[src/rtl/fp32_booth_mul.sv]
// fp32_booth_mul: sequential IEEE-754 binary32 multiplier.
// Significands are multiplied by an iterative radix-4 Booth datapath, one
// recoded digit per cycle (13 digits). Subnormal inputs flush to zero and
// no subnormal results are produced.
// Optional feature macro: FP32_MUL_RNE_EN selects round-to-nearest-even;
// when undefined the product is truncated and no rounding adder exists.
module fp32_booth_mul (
  input  logic        clk,
  input  logic        rst,
  input  logic        start,
  input  logic [31:0] a,
  input  logic [31:0] b,
  output logic        busy,
  output logic        done,
  output logic [31:0] result,
  output logic        overflow,
  output logic        underflow,
  output logic        invalid
);

  typedef enum logic [1:0] {IDLE, UNPACK, ITER, PACK} state_t;

  state_t             state, state_nxt;
  logic [3:0]         iter_cnt;
  logic [31:0]        a_q, b_q;
  logic               sign_q, nan_q, inf_q, zero_q;
  logic signed [9:0]  exp_q;
  logic [23:0]        mcand;
  logic [26:0]        mplr;
  logic signed [49:0] acc;

  logic [22:0]        mant, mant_f;
  logic signed [9:0]  e_n, e_r;
  logic [31:0]        res_nxt;
  logic               ovf_nxt, unf_nxt, inv_nxt;
  logic               acc_unused;

  // Booth partial product for one digit, pre-aligned to the accumulator top.
  function automatic logic signed [49:0] booth_pp(input logic [2:0] dig,
                                                  input logic [23:0] m);
    logic signed [25:0] m1, m2, pp;
    m1 = $signed({2'b00, m});
    m2 = $signed({1'b0, m, 1'b0});
    case (dig)
      3'b001, 3'b010: pp = m1;
      3'b011:         pp = m2;
      3'b100:         pp = -m2;
      3'b101, 3'b110: pp = -m1;
      default:        pp = 26'sd0;
    endcase
    return $signed({pp, 24'd0});
  endfunction

`ifdef FP32_MUL_RNE_EN
  // Round-to-nearest-even increment decision.
  function automatic logic round_up(input logic lsb, input logic guard,
                                    input logic sticky);
    return guard & (sticky | lsb);
  endfunction
`endif

  assign busy = (state != IDLE);

  // Top bits are sign extension; low bits only feed rounding when enabled.
  assign acc_unused = ^{acc[49:48], acc[22:0]};

  // FSM state register.
  always_ff @(posedge clk) begin
    if (rst) state <= IDLE;
    else     state <= state_nxt;
  end

  // FSM next-state logic.
  always_comb begin
    state_nxt = state;
    case (state)
      IDLE:    if (start) state_nxt = UNPACK;
      UNPACK:  state_nxt = ITER;
      ITER:    if (iter_cnt == 4'd12) state_nxt = PACK;
      PACK:    state_nxt = IDLE;
      default: state_nxt = IDLE;
    endcase
  end

  // Booth digit counter.
  always_ff @(posedge clk) begin
    if (rst)                 iter_cnt <= 4'd0;
    else if (state == UNPACK) iter_cnt <= 4'd0;
    else if (state == ITER)   iter_cnt <= iter_cnt + 4'd1;
  end

  // Datapath: operand capture, unpack/classify, Booth iteration.
  always_ff @(posedge clk) begin
    if (state == IDLE && start) begin
      a_q <= a;
      b_q <= b;
    end
    if (state == UNPACK) begin
      sign_q <= a_q[31] ^ b_q[31];
      nan_q  <= (&a_q[30:23] && |a_q[22:0]) || (&b_q[30:23] && |b_q[22:0]);
      inf_q  <= (&a_q[30:23] && ~|a_q[22:0]) || (&b_q[30:23] && ~|b_q[22:0]);
      zero_q <= (~|a_q[30:23]) || (~|b_q[30:23]);
      exp_q  <= $signed({2'b00, a_q[30:23]}) + $signed({2'b00, b_q[30:23]})
                - 10'sd127;
      mcand  <= {1'b1, a_q[22:0]};
      mplr   <= {2'b00, 1'b1, b_q[22:0], 1'b0};
      acc    <= 50'sd0;
    end
    if (state == ITER) begin
      acc  <= (acc >>> 2) + booth_pp(mplr[2:0], mcand);
      mplr <= mplr >> 2;
    end
  end

  // Normalize, round and resolve special cases for the PACK cycle.
  always_comb begin
    mant    = acc[45:23];
    e_n     = exp_q;
    mant_f  = mant;
    e_r     = e_n;
    res_nxt = 32'd0;
    ovf_nxt = 1'b0;
    unf_nxt = 1'b0;
    inv_nxt = 1'b0;
    if (acc[47]) begin
      mant = acc[46:24];
      e_n  = exp_q + 10'sd1;
    end
`ifdef FP32_MUL_RNE_EN
    begin
      logic        guard, sticky;
      logic [23:0] mant_r;
      guard  = acc[47] ? acc[23] : acc[22];
      sticky = acc[47] ? |acc[22:0] : |acc[21:0];
      mant_r = {1'b0, mant} + {23'd0, round_up(mant[0], guard, sticky)};
      mant_f = mant_r[22:0];
      e_r    = mant_r[23] ? e_n + 10'sd1 : e_n;
    end
`else
    mant_f = mant;
    e_r    = e_n;
`endif
    if (nan_q || (inf_q && zero_q)) begin
      res_nxt = 32'h7FC00000;
      inv_nxt = 1'b1;
    end else if (inf_q) begin
      res_nxt = {sign_q, 8'hFF, 23'd0};
    end else if (zero_q) begin
      res_nxt = {sign_q, 31'd0};
    end else if (e_r >= 10'sd255) begin
      res_nxt = {sign_q, 8'hFF, 23'd0};
      ovf_nxt = 1'b1;
    end else if (e_r <= 10'sd0) begin
      res_nxt = {sign_q, 31'd0};
      unf_nxt = 1'b1;
    end else begin
      res_nxt = {sign_q, e_r[7:0], mant_f};
    end
  end

  // Output registers: done pulse, held result and flags.
  always_ff @(posedge clk) begin
    if (rst) begin
      done      <= 1'b0;
      result    <= 32'd0;
      overflow  <= 1'b0;
      underflow <= 1'b0;
      invalid   <= 1'b0;
    end else begin
      done <= (state == PACK);
      if (state == PACK) begin
        result    <= res_nxt;
        overflow  <= ovf_nxt;
        underflow <= unf_nxt;
        invalid   <= inv_nxt;
      end else if (state == IDLE && start) begin
        overflow  <= 1'b0;
        underflow <= 1'b0;
        invalid   <= 1'b0;
      end
    end
  end

endmodule

[config.mk]
export PLATFORM = sky130hd
export DESIGN_NAME = fp32_booth_mul
export DESIGN_NICKNAME = d
export VERILOG_FILES = /design/src/rtl/fp32_booth_mul.sv
export SDC_FILE = /design/constraint.sdc
export NUM_CORES = 1
export LEC_CHECK = 0
export BUFFER_PORTS_ARGS = -buffer_cell sky130_fd_sc_hd__buf_2
export CELL_PAD_IN_SITES_DETAIL_PLACEMENT = 1
export CELL_PAD_IN_SITES_GLOBAL_PLACEMENT = 2
export CORE_ASPECT_RATIO = 1.75
export CORE_UTILIZATION = 41
export CTS_BUF_LIST = sky130_fd_sc_hd__clkbuf_4 sky130_fd_sc_hd__clkbuf_8
export CTS_CLUSTER_SIZE = 24
export DETAILED_ROUTE_END_ITERATION = 8
export PLACE_DENSITY_LB_ADDON = 0.05
export SLEW_MARGIN = 20
export SYNTH_ARGS = -nofsm -noshare
export SYNTH_HDL_FRONTEND = slang
export SYNTH_SLANG_ARGS = --single-unit
[constraint.sdc]
create_clock -name clk -period 4.9 [get_ports clk]
set_clock_uncertainty 0.1 [all_clocks]
set_input_delay 0.49 -clock clk [delete_from_list [all_inputs] [get_ports clk]]
set_output_delay 0.49 -clock clk [all_outputs]
set_load 0.01 [all_outputs]
Yosys cells after proc, flatten, opt, wreduce, memory -nomap -nowiden:

Cells that the tools add are included.

* register bits after elaboration: 218
* latch bits: 0
* RAM bits: 0
* bits in read-only memories: 0
* bits of input ports: 67
* output and inout bits: 37
* logic and storage cells: 98
* memories kept: 0

* $add $sub $neg: 7
* multipliers: 0
* divide/modulo/power cells: 0
* order comparisons: 2
* eq/ne operators: 12
* shift-type cells: 0
* multiplexer cells: 30
* bitwise gates (word level): 1
* reduce and logical (&&, ||, !) cells: 28

Operator list (count)
* $mux 31: 4
* $pmux 26 s4: 1
* $mux 50: 2
* $add 48x50->50: 1
* $mux 23: 2
* $reduce_or 23->1: 2
* $mux 32: 1
* $mux 26: 1
* $neg 24->26: 1
* $neg 25->26: 1
* $mux 25: 1
* $reduce_and 8->1: 2
* $reduce_or 8->1: 2
* $mux 1: 14
* $add 10x2->10 const B: 1
* $ge 10x9->1 const B: 1
* $le 10x1->1 const B: 1
* $mux 10: 1
* $sub 9x7->10 const B: 1
* $add 8x8->9: 1
* $eq 3x3->1 const B: 3
* $pmux 2 s4: 1
* $eq 3x2->1 const B: 2
* $logic_and 1x1->1: 6
* 14 further kinds: 27

Logic depth before layout (Yosys ltp):

* depth after elaboration: 9
* mapped depth: 17
* depth with buffers taken out: 17

Worst setup path before layout:

OpenSTA, ideal clock, no wires.

* kind: flip-flop to flip-flop
* from: register mcand[1]
* to: register acc[41] (data pin)
* setup time: 260 ps
* arrival time: 3609 ps
* data required time: 4540 ps
* setup slack: 930 ps
* stages on the path, launching flop included: 17
* buffers on the path: 0
* period minus slack after synthesis: 3970 ps
* cell sequence: edfxtp_1 inv_1 ha_1 nor3b_1 nand2_1 nor3_1 o21ai_0 a2111oi_0 a41o_1 ha_1 a21o_1 or3_1 o2bb2ai_1 nand2_1 a31oi_1 o21bai_1 mux2i_1

* word-level cells in the longest chain between the ends: 5
* elaborated cells on any way between the ends: 6
* those cells by class: 3 x add/sub; 3 x mux

Ends and longest elaborated chain
* start: declaration: RTL line 28 `logic [23:0] mcand;`
* start signal: assignment: RTL line 105 `mcand <= {1'b1, a_q[22:0]};`
* $neg 25->26 or $neg 24->26 (tied branches): RTL line 47, 48
* $pmux 26 s4 *: RTL line 44 `case (dig)`
* $mux 26 *: RTL line 109 `if (state == ITER) begin`
* $add 48x50->50 *: RTL line 110 `acc <= (acc >>> 2) + booth_pp(mplr[2:0], mcand);`
* $mux 50 *: RTL line 109
* end signal: assignment: RTL line 110
* end: declaration: RTL line 30 `logic signed [49:0] acc;`

Every way passes the cells marked *; elsewhere a longest branch is shown, timed or not. The select of a mux whose other input is x is not followed.
A chain may end at the register's enable or synchronous reset.

Final worst setup path:

* from: register mcand[9]
* to: register acc[48] (data pin)

Same word-level chain as after synthesis.

==> run summary <==
LOGIC SYNTHESIS
------------------------------------------------------------------------------------
Compound-Gate Fraction of Synth Area                                           0.133
Sequential cell area fraction in the yosys report                              0.519
Cell type contributing the most total cell area after synthesis         sky130_fd_sc_hd__edfxtp_1
Cell count after synthesis                                                       944
Synth Area in XOR/XNOR                                                        0.0485
Post-synthesis cell type count                                                    68
Share of synthesized registers carrying an async set or reset                      0
Ranking of synthesized cells by area                                    sky130_fd_sc_hd__edfxtp_1 44%, sky130_fd_sc_hd__dfxtp_1 8.0%, sky130_fd_sc_hd__ha_1 5.9%
Largest family of logic cells by synthesized area                       simple AND/OR/NAND/NOR gates
Mux contribution to synthesized area                                          0.0647
Mean instance size in the synthesized netlist                               11.1 um2
Primary flip-flop cell chosen by synthesis mapping                      sky130_fd_sc_hd__edfxtp_1
Proportion of netlist area held by the largest area contributor                0.439
Post-synthesis simple-gate area fraction                                       0.144
EDFF count, synth                                                                153
Number of warnings reported in the yosys synthesis log                             0
Post-synthesis net count                                                       1,062
Total of flip-flops plus latches after synthesis                                 195
Cell area after synthesis                                                 10,500 um2
Adder-cell area share of the yosys netlist                                    0.0635

TIMING
------------------------------------------------------------------------------------
Achievable frequency                                                         218 MHz
Number of failing setup endpoints in the final timing report                       0
Tcrit/Tclk final                                                               0.934
Time the final worst path needs with I/O delays and setup                    4.58 ns
Total Neg Setup Slack                                                           0 ns
Fin. max-slew vios                                                                 0
Worst slew margin relative to its limit                                        0.353
Number of hold-slack violations in the final timing report                         0
Hold_ws                                                                    0.0350 ns
Setup repair after global routing missed its margin                               no
Actual transition at the worst max-transition pin                           0.971 ns

FLOORPLANNING
------------------------------------------------------------------------------------
Initial core utilization                                                       0.416
Vertical die dimension                                                        213 um
Die area                                                                  26,200 um2
Core Area                                                                 25,100 um2
Horizontal extent of the die                                                  123 um
Count of pins on the block boundary                                              104
Site Rows                                                                         77

PLACE
------------------------------------------------------------------------------------
Weighted congestion at the end of routability-driven global placement          0.843
Count of buffers inserted at the top-level ports                                 103
Post-DP Area                                                              11,400 um2
DP Wirelength                                                              22,000 um
Placed cell count                                                              1,351

SETUP PATH
------------------------------------------------------------------------------------
Required time reported for the critical path endpoint                        5.08 ns
Critical Setup Path Class                                                    reg2reg
Maximum fanout along the worst path                                                5
Kind of cell with the highest combined delay on the critical path       simple AND/OR/NAND/NOR gates
Element type at the critical path end                                           flop
Number of buffer and inverter instances along the worst setup path                 1
Cell at the slowest stage of the critical path                          sky130_fd_sc_hd__edfxtp_1
Cells traversed along the worst timing path                             nor4_1 > nand3_1 > buf_4 > nor4b_1 > xnor2_1 > nand2_1 > o31ai_1 > a221o_1 > ha_1 > and4_1 > and2_0 > a311oi_1 > o21ai_0 > a31oi_1 > xor2_1 > nor2_1
Data arrival, critical path                                                  4.76 ns
Startpoint kind of the worst setup timing path                                  flop
Slowest Stage Delay on Critical Path                                         0.53 ns

GRT
------------------------------------------------------------------------------------
Initial antenna violation count                                                    1
Congestion Overflow GR                                                             0
Pin count of the biggest net entering global routing                              65
GR Util met3                                                                  0.0380
GRT busiest layer                                                               met2
Global-route wire length before repair                                     45,300 um
GRT Overall Usage                                                              0.235
Met2 routing resource usage after global routing                               0.464
Global routing met1 resource utilization                                       0.225
Number of global-route vias before repair                                      8,450

POWER
------------------------------------------------------------------------------------
Power density over the cells                                              737 nW/um2
Post-route total power                                                       8870 uW
Highest ir drop seen on vdd                                                   354 uV
Leakage                                                                   0.00462 uW

FINISH
------------------------------------------------------------------------------------
Non-filler cells, final                                                        1,400
Ratio of cells with drive above 1 in the final layout                          0.214
Area Overhead vs Synth                                                         14.9%
Post-Layout Inst Area                                                     12,000 um2
Number of nets in the layout                                                   1,188

ROUTING
------------------------------------------------------------------------------------
Number of routed nets with antenna violations                                      0
Detailed-route wire length per cell                                          20.4 um
Post-Route WL                                                              28,600 um
DR vias/cell                                                                    5.62
Post-route DRC violation count                                                     0
First-pass iteration count of the detailed router                                  5
Number of DRC markers in iteration 0                                             313
Total vias in the final route                                                  7,874

CLOCK NETWORK
------------------------------------------------------------------------------------
Clock transition at the registers of the reported paths                      0.12 ns
Num CTS Buffers                                                                   17
Post-CTS setup-driven buffer insertion count                                       0
Clock tree from TritonCTS                                                        yes
Library cell used as clock root buffer                                  sky130_fd_sc_hd__clkbuf_8
Sink count of the clock tree                                                     195
Clock Path Buffers                                                                 2
CTS H-tree lvls                                                                    4
Insertion delay to the later sink of the worst-skew pair                     0.53 ns

STATUS
------------------------------------------------------------------------------------
Result of the run                                                       finished, final reports clean

WORST HOLD PATH
------------------------------------------------------------------------------------
Class of the tightest hold or removal check                                   in2reg

FLOW RUN
------------------------------------------------------------------------------------
Max-capacitance violation count                                                    0

==> through the flow <==
step	utilization	worst slack [ns]
2_1_floorplan	-	0.930
3_3_place_gp	0.455	0.302
3_5_place_dp	0.455	0.306
4_1_cts	0.478	0.281
5_1_grt	0.478	0.0379
6_report	0.478	0.323
==> per-layer routing <==
metal,share of wire,vias to the layer above
met3,0.025,64
met4,0.043,0
met5,0,-
met1,0.36,3861
met2,0.58,171
li1,-,3778
==> cell families (layout without fill, tap and decap cells) <==
logic type	count (synthesis)	after routing
simple gates	298	298
compound gates	208	208
flops	195	195
buf+inv	69	208
mux	64	64
xor+xnor	58	58
fa+ha+maj	52	52
other cells	0	1
==> Yosys cell counts, types with 7 or more instances <==
cell and count:
sky130_fd_sc_hd__nor2b_1 9, sky130_fd_sc_hd__xnor2_1 31, sky130_fd_sc_hd__a21o_1 14, sky130_fd_sc_hd__nor3_1 31
sky130_fd_sc_hd__nand3_1 14, sky130_fd_sc_hd__edfxtp_1 153, sky130_fd_sc_hd__a221oi_1 10, sky130_fd_sc_hd__o21ai_0 33
sky130_fd_sc_hd__nor4_1 17, sky130_fd_sc_hd__o21ai_2 20, sky130_fd_sc_hd__dfxtp_1 42, sky130_fd_sc_hd__ha_1 49
sky130_fd_sc_hd__a211oi_1 12, sky130_fd_sc_hd__inv_1 25, sky130_fd_sc_hd__nand4_1 14, sky130_fd_sc_hd__mux2i_1 35
sky130_fd_sc_hd__clkbuf_1 30, sky130_fd_sc_hd__nand2_1 84, sky130_fd_sc_hd__xor2_1 27, sky130_fd_sc_hd__or3_1 8
sky130_fd_sc_hd__nor2_1 71, sky130_fd_sc_hd__a22oi_1 7, sky130_fd_sc_hd__a21oi_1 56, sky130_fd_sc_hd__and3_1 8
sky130_fd_sc_hd__a31oi_1 13, sky130_fd_sc_hd__o21bai_1 8, sky130_fd_sc_hd__mux2_2 29, sky130_fd_sc_hd__nand2b_1 10
==> sequential cells by signal (all words and copies together), names as in the netlist, 2 cells and up <==
| name | count |
|---|---|
| a_q | 32 |
| mcand | 23 |
| acc | 27 |
| mplr | 25 |
| exp_q | 10 |
| result | 32 |
| b_q | 32 |
| iter_cnt | 4 |
| state | 2 |
==> worst register-to-register path: stages, from the launching register on <==
cell	delay, ns
sky130_fd_sc_hd__edfxtp_1	0.53
sky130_fd_sc_hd__nor4_1	0.53
sky130_fd_sc_hd__nand3_1	0.22
sky130_fd_sc_hd__buf_4	0.20
sky130_fd_sc_hd__nor4b_1	0.30
sky130_fd_sc_hd__xnor2_1	0.16
sky130_fd_sc_hd__nand2_1	0.09
sky130_fd_sc_hd__o31ai_1	0.07
sky130_fd_sc_hd__a221o_1	0.40
sky130_fd_sc_hd__ha_1	0.38
sky130_fd_sc_hd__and4_1	0.23
sky130_fd_sc_hd__and2_0	0.17
sky130_fd_sc_hd__a311oi_1	0.39
sky130_fd_sc_hd__o21ai_0	0.16
sky130_fd_sc_hd__a31oi_1	0.21
sky130_fd_sc_hd__xor2_1	0.16
sky130_fd_sc_hd__nor2_1	0.05
==> layout make-up <==
class / instances / area (um2)
Multi-Input combinational cell: 680 / 4760
Timing Repair Buffer: 151 / 916
Clock buffer: 18 / 241
Inverter: 25 / 93.8
Antenna cell: 1 / 2.50
Clock inverter: 14 / 185
Tap cell: 316 / 395
Fill cell: 2788 / 13100
Sequential cell: 195 / 5440
==> layout by cell type (no fill, tap or decap), types with 32 or more instances in the layout <==
cell type / n
sky130_fd_sc_hd__nor2_1: 71
sky130_fd_sc_hd__dfxtp_1: 42
sky130_fd_sc_hd__o21ai_0: 32
sky130_fd_sc_hd__buf_2: 103
sky130_fd_sc_hd__mux2i_1: 35
sky130_fd_sc_hd__ha_1: 47
sky130_fd_sc_hd__buf_4: 32
sky130_fd_sc_hd__edfxtp_1: 153
sky130_fd_sc_hd__nand2_1: 84
sky130_fd_sc_hd__a21oi_1: 56
==> timing repair <==
item,in CTS,in global routing
setup endpoints to repair,0,5
resized for setup,0,2
endpoints found under the hold margin,16,0
hold buffers,16,0
==> path summary, 6_finish.rpt <==
kind         startpoint         end  slack, ns  cells past startpoint
max            mcand[9]     acc[48]       0.32                     16
min                b[5]      b_q[5]       0.04                      1
max reg2reg    mcand[9]     acc[48]       0.32                     16
min reg2reg  result[14]  result[14]       0.36                      2
==> power breakdown <==
group	switching [uW]	total [uW]	internal [uW]
clock network	675	1120	441
logic	2890	4730	1840
registers	455	3020	2570
Power figures use the tool's default switching activity.
